--- src/rtl/keypad_pkg.sv ---
// Shared types, key map and row priority encoder for the keypad entry stage.
package keypad_pkg;

    typedef enum logic [1:0] {
        SCAN     = 2'd0,
        DEBOUNCE = 2'd1,
        HELD     = 2'd2
    } kp_state_t;

    // Indexed [row][column]; '*' decodes to E and '#' to F.
    localparam logic [3:0] KEYMAP [4][4] = '{
        '{4'h1, 4'h2, 4'h3, 4'hA},
        '{4'h4, 4'h5, 4'h6, 4'hB},
        '{4'h7, 4'h8, 4'h9, 4'hC},
        '{4'hE, 4'h0, 4'hF, 4'hD}
    };

    // Index of the lowest-numbered low bit; also used to decode the column drive.
    function automatic logic [1:0] row_to_index(input logic [3:0] rows);
        logic [1:0] idx;
        if (!rows[0]) begin
            idx = 2'd0;
        end else if (!rows[1]) begin
            idx = 2'd1;
        end else if (!rows[2]) begin
            idx = 2'd2;
        end else begin
            idx = 2'd3;
        end
        return idx;
    endfunction

endpackage

--- src/rtl/row_sync.sv ---
// Two-flop synchroniser for the asynchronous keypad rows; idles at all-ones.
module row_sync #(
    parameter int WIDTH = 4
) (
    input  logic             Clock,
    input  logic             Reset,
    input  logic [WIDTH-1:0] din,
    output logic [WIDTH-1:0] dout
);

    logic [WIDTH-1:0] meta;

    always_ff @(posedge Clock or negedge Reset) begin
        if (!Reset) begin
            meta <= '1;
            dout <= '1;
        end else begin
            meta <= din;
            dout <= meta;
        end
    end

endmodule

--- src/rtl/keypad_scan_debounce.sv ---
// 4x4 keypad scanner: column scan, press/release debounce, hex decode and
// a 16-bit shifting entry word.
//
//  state    | meaning
//  ---------+-------------------------------------------------------------
//  SCAN     | rotating the active column every SCAN_DIV cycles
//  DEBOUNCE | column frozen, waiting for the latched row pattern to hold
//  HELD     | digit accepted, waiting for a stable release
module keypad_scan_debounce
    import keypad_pkg::*;
#(
    parameter int SCAN_DIV     = 1000,
    parameter int DEBOUNCE_CNT = 20000
) (
    input  logic        Clock,
    input  logic        Reset,
    input  logic [3:0]  Row,
    output logic [3:0]  Col,
    output logic [15:0] Out,
    output logic [3:0]  Value,
    output logic        Trig
);

    localparam int DIV_W = $clog2(SCAN_DIV);
    localparam int DEB_W = $clog2(DEBOUNCE_CNT);
    localparam logic [DIV_W-1:0] DIV_LAST = DIV_W'(SCAN_DIV - 1);
    localparam logic [DEB_W-1:0] DEB_LAST = DEB_W'(DEBOUNCE_CNT - 1);

    logic [3:0]       rs;
    kp_state_t        state_q, state_d;
    logic [DIV_W-1:0] div_q, div_d;
    logic [DEB_W-1:0] stab_q, stab_d;
    logic [3:0]       col_q, col_d;
    logic [3:0]       pat_q, pat_d;
    logic [15:0]      out_q, out_d;
    logic [3:0]       value_q, value_d;
    logic             trig_q, trig_d;
    logic [3:0]       digit;

    row_sync #(
        .WIDTH (4)
    ) u_row_sync (
        .Clock (Clock),
        .Reset (Reset),
        .din   (Row),
        .dout  (rs)
    );

    // The column register doubles as the latched column while frozen.
    assign digit = KEYMAP[row_to_index(pat_q)][row_to_index(col_q)];

    always_ff @(posedge Clock or negedge Reset) begin
        if (!Reset) begin
            state_q <= SCAN;
            div_q   <= '0;
            stab_q  <= '0;
            col_q   <= 4'b1110;
            pat_q   <= 4'hF;
            out_q   <= 16'h0000;
            value_q <= 4'h0;
            trig_q  <= 1'b0;
        end else begin
            state_q <= state_d;
            div_q   <= div_d;
            stab_q  <= stab_d;
            col_q   <= col_d;
            pat_q   <= pat_d;
            out_q   <= out_d;
            value_q <= value_d;
            trig_q  <= trig_d;
        end
    end

    always_comb begin
        state_d = state_q;
        div_d   = div_q;
        stab_d  = stab_q;
        col_d   = col_q;
        pat_d   = pat_q;
        out_d   = out_q;
        value_d = value_q;
        trig_d  = 1'b0;

        case (state_q)
            SCAN: begin
                if (div_q == DIV_LAST) begin
                    div_d = '0;
                    if (rs != 4'hF) begin
                        pat_d   = rs;
                        stab_d  = '0;
                        state_d = DEBOUNCE;
                    end else begin
                        col_d = {col_q[2:0], col_q[3]};
                    end
                end else begin
                    div_d = div_q + 1'b1;
                end
            end

            DEBOUNCE: begin
                if (rs != pat_q) begin
                    state_d = SCAN;
                    col_d   = {col_q[2:0], col_q[3]};
                    div_d   = '0;
                    stab_d  = '0;
                end else if (stab_q == DEB_LAST) begin
                    trig_d  = 1'b1;
                    value_d = digit;
                    out_d   = {out_q[11:0], digit};
                    stab_d  = '0;
                    state_d = HELD;
                end else begin
                    stab_d = stab_q + 1'b1;
                end
            end

            HELD: begin
                // Only a run of all-high rows counts toward release.
                if (rs != 4'hF) begin
                    stab_d = '0;
                end else if (stab_q == DEB_LAST) begin
                    state_d = SCAN;
                    col_d   = {col_q[2:0], col_q[3]};
                    div_d   = '0;
                    stab_d  = '0;
                end else begin
                    stab_d = stab_q + 1'b1;
                end
            end

            default: begin
                state_d = SCAN;
                div_d   = '0;
                stab_d  = '0;
            end
        endcase
    end

    assign Col   = col_q;
    assign Out   = out_q;
    assign Value = value_q;
    assign Trig  = trig_q;

endmodule
--- config.mk ---
export PLATFORM = sky130hd
export DESIGN_NAME = keypad_scan_debounce
export DESIGN_NICKNAME = d
export VERILOG_FILES = /design/src/rtl/keypad_pkg.sv /design/src/rtl/row_sync.sv /design/src/rtl/keypad_scan_debounce.sv
export SDC_FILE = /design/constraint.sdc
export NUM_CORES = 1
export LEC_CHECK = 0
export ABC_AREA = 1
export ABC_CLOCK_PERIOD_IN_PS = 1700
export CORE_MARGIN = 4
export CORE_UTILIZATION = 52
export DETAILED_ROUTE_END_ITERATION = 7
export HOLD_SLACK_MARGIN = 0.05
export PLACE_DENSITY = 0.72
export REMOVE_ABC_BUFFERS = 1
export SYNTH_ARGS = -nofsm -noshare
export SYNTH_HDL_FRONTEND = slang
export SYNTH_SLANG_ARGS = --single-unit
--- constraint.sdc ---
create_clock -name Clock -period 1.7 [get_ports Clock]
set_clock_uncertainty 0.1 [all_clocks]
set_input_delay 0.17 -clock Clock [delete_from_list [all_inputs] [get_ports Clock]]
set_output_delay 0.17 -clock Clock [all_outputs]
set_load 0.03 [all_outputs]
==> metrics.md <==
| Metric | Value |
|---|---|
| Starting density of the core | `54.80%` |
| Period utilisation layout | `102.5%` |
| Asr flop ratio synth | `100.0%` |
| Die area | `7689 um2` |
| Worst Setup Path Type | `reg2reg` |
| Drt drc | `0` |
| Post-route minimum period | `1.743 ns` |
| Most frequent cell after synthesis | `nand2_1` |
| Fmax | `573.7 MHz` |
| Top cells by count, synth | `nand2_1, nor2_1, inv_1` |
| Antenna diodes | `0` |
| Worst EP required | `1.84 ns` |
| Synth unique cells | `30` |
| DRT Wirelength | `7879 um` |
| Number of vias per cell | `5.242` |
| Largest net degree at the start of global routing | `61` |
| Post-synth EDFFs | `0` |
| RSZ-0062 raised after global routing | `true` |
| Leakage | `2.464 nW` |
| Clock latency on the worst-skew pair | `0.35 ns` |
| Clk buf depth | `2` |
| First-pass GRT wire length | `12850 um` |
| Utilization after layout | `74.13%` |
| Antenna viol nets, final | `0` |
| Violated checks | `setup timing` |
| Synth Instances | `451` |
| Worst Path Arrival | `1.88 ns` |
| Count of pins over their slew limit | `0` |
| Final Setup Violations | `9` |
| Num Clock Sinks | `60` |
| Top FF cell, synth | `dfrtp_1` |
| Fill count | `456` |
| Initial DRC Count | `155` |
| Die span in x | `87.69 um` |
| Initial antenna violation count | `0` |
| DP Wirelength | `5321 um` |
| Routed via count | `3208` |
| Fin Setup TNS | `-0.1202 ns` |
| Max-Cap Viols | `0` |
| Row Count | `28` |
| Synth Area per Inst | `7.321 um2` |
| PortBufs | `30` |
| Outcome | `finished with violations` |
| Routability Congestion | `0.8927` |
| Min-delay worst type | `in2reg` |
| Layout area overhead | `35.28%` |
| Fraction of layout cells with a size suffix above 1 | `24.77%` |
| DRT Pass-1 Iters | `4` |
| Final nets | `543` |
| CTS Root Cell | `clkbuf_8` |
| Worst Setup End Kind | `flip-flop` |
| H-tree depth | `3` |
| Seq/Total Area, Yosys | `46.04%` |
| Mapped Area | `3302 um2` |
| CTS tree | `yes` |
| Critical path peak fanout | `4` |
| Final Hold Viols | `0` |
| Final WS setup | `-0.04313 ns` |
| Synth top area cells | `dfrtp_1, nand2_1, dfstp_2` |
| Tot Pwr | `0.002855 W` |
| Max-slew headroom at the worst pin | `77.55%` |
| VDD IR max | `0.0007302 V` |
| GRT Overall Usage | `21.26%` |
| Vias in the first global route | `3009` |
| Startpoint type of the worst setup path | `flip-flop` |
| CTS Buf Count | `9` |
| IO Count | `31` |
| Clk slew on worst S/H paths | `0.08 ns` |
| Die Y | `87.69 um` |
| Synth area leader | `dfrtp_1` |
| Post-synth top area share | `34.10%` |
| Worst slew pin tran | `0.3362 ns` |
| #FFs+latches synth | `60` |
| GRT Residual Overflow | `0` |
| Core area | `6026 um2` |
| Pwr dens | `639.3 nW/um2` |
| Avg WL per Cell | `12.87 um` |
| Synth warn | `0` |
-- critical path, cell delays in order (launching register included) --
cell and delay [ns]:
dfrtp_1 0.37, ha_2 0.20, nand2_2 0.07, nor2_4 0.14, nand3_4 0.13, o21ai_4 0.24
buf_4 0.16, nand3_2 0.08, nand2_1 0.09, nand2_1 0.06
-- layout make-up --
type                            instances  area, um2  share of cell area (%)
Clock buffer                           14      205.2                   4.594
Clock inverter                          2      12.51                  0.2801
Inverter                               60      235.2                   5.266
Multi-Input combinational cell        320       1649                   36.92
Sequential cell                        60       1521                   34.06
Tap cell                               75      93.84                   2.101
Timing Repair Buffer                   81      749.5                   16.78
-- report_power, final --
part / switching, W / total [W] / internal, W / leakage [nW]
logic: 0.0000477 / 0.0000730 / 0.0000253 / 1.59
registers: 0.00000531 / 0.00145 / 0.00145 / 0.769
clock network: 0.000547 / 0.00133 / 0.000784 / 0.109
total: 0.000600 / 0.00286 / 0.00226 / 2.46
-- registers in the layout, summed over array words and instances, names as in the netlist --
register and cells:
div_q 10, state_q 2, Col 4, Trig 1
u_row_sync.meta 4, pat_q 4, u_row_sync.dout 4, Out 16
stab_q 15
-- stage by stage --
step / hold WS, ns / std cells / worst slack, ns / cell area [um2]
floorplan: -0.2256 / 440 / -0.1229 / 3221
global placement: 0.09917 / 584 / -0.03672 / 3928
detailed placement: 0.09814 / 584 / -0.06987 / 3928
CTS: 0.1222 / 605 / -0.02081 / 4202
global route: 0.1304 / 612 / -0.1298 / 4467
finish: 0.1383 / 612 / -0.04313 / 4467
-- cell families (layout without fill, tap and decap cells) --
| kind of cell | count (synthesis) | count (layout) | share of synthesized area [%] |
|---|---|---|---|
| AOI/OAI and AO/OA | 36 | 36 | 5.873 |
| xor gates and xnor gates | 3 | 3 | 0.7959 |
| adders and majority gates | 5 | 5 | 1.895 |
| buffers and inverters | 71 | 157 | 9.284 |
| DFF | 60 | 60 | 46.04 |
| and+or+nand+nor | 276 | 276 | 36.11 |
-- final timing paths --
kind                                     from            endpoint  slack [ns]  depth (start not counted)
max in group asynchronous               Reset            pat_q[0]        0.91                          3
max                                  div_q[1]          state_q[1]       -0.04                          9
min                                    Row[0]  u_row_sync.meta[0]        0.14                          1
min reg2reg                u_row_sync.meta[3]  u_row_sync.dout[3]        0.26                          0
max reg2reg                          div_q[1]          state_q[1]       -0.04                          9
min in group asynchronous               Reset            div_q[7]        0.25                          3
-- placed cells by master (no fill, tap or decap), types with 2 or more instances in the layout --
cell type,netlist,routed
o21ai_1,4,9
nand3_2,2,3
nor2_4,1,4
o21ai_0,20,13
clkdlybuf4s50_1,0,10
nand3_4,1,2
dfstp_2,15,15
ha_2,0,3
nor2_2,1,7
buf_4,6,42
buf_6,2,5
inv_1,53,50
ha_4,0,2
nand2_1,153,141
nor3_1,5,5
inv_2,7,8
clkbuf_8,0,11
dfrtp_1,45,44
xor2_1,3,3
nand4_1,20,20
nand2_2,5,12
nand2_4,0,4
buf_12,0,2
dlygate4sd2_1,0,8
nor2_1,54,45
a21oi_1,7,7
o21bai_1,2,2
nand3_1,29,27
dlymetal6s2s_1,0,11
clkbuf_16,0,2
o21ai_4,0,2
nand3b_1,2,2
-- layer usage --
layer	vias up	part of all wire (%)	routed length, um	GRT usage (%)
li1	1577	-	-	-
met1	1529	45	3515	26.32
met2	85	49	3861	34.79
met3	17	4.1	320	4.045
met4	0	2.3	182	11.99
met5	-	0	0	0
-- what timing repair did --
action                                  CTS  global route
pin swaps                                 2            10
endpoints found under the hold margin    60             0
resized for setup                        17            70
hold buffers                              1             0
endpoints found under the setup margin   30            63
setup buffers                             3             7
gates cloned                              1             0
Note: power is estimated with default switching activity, not from simulation.
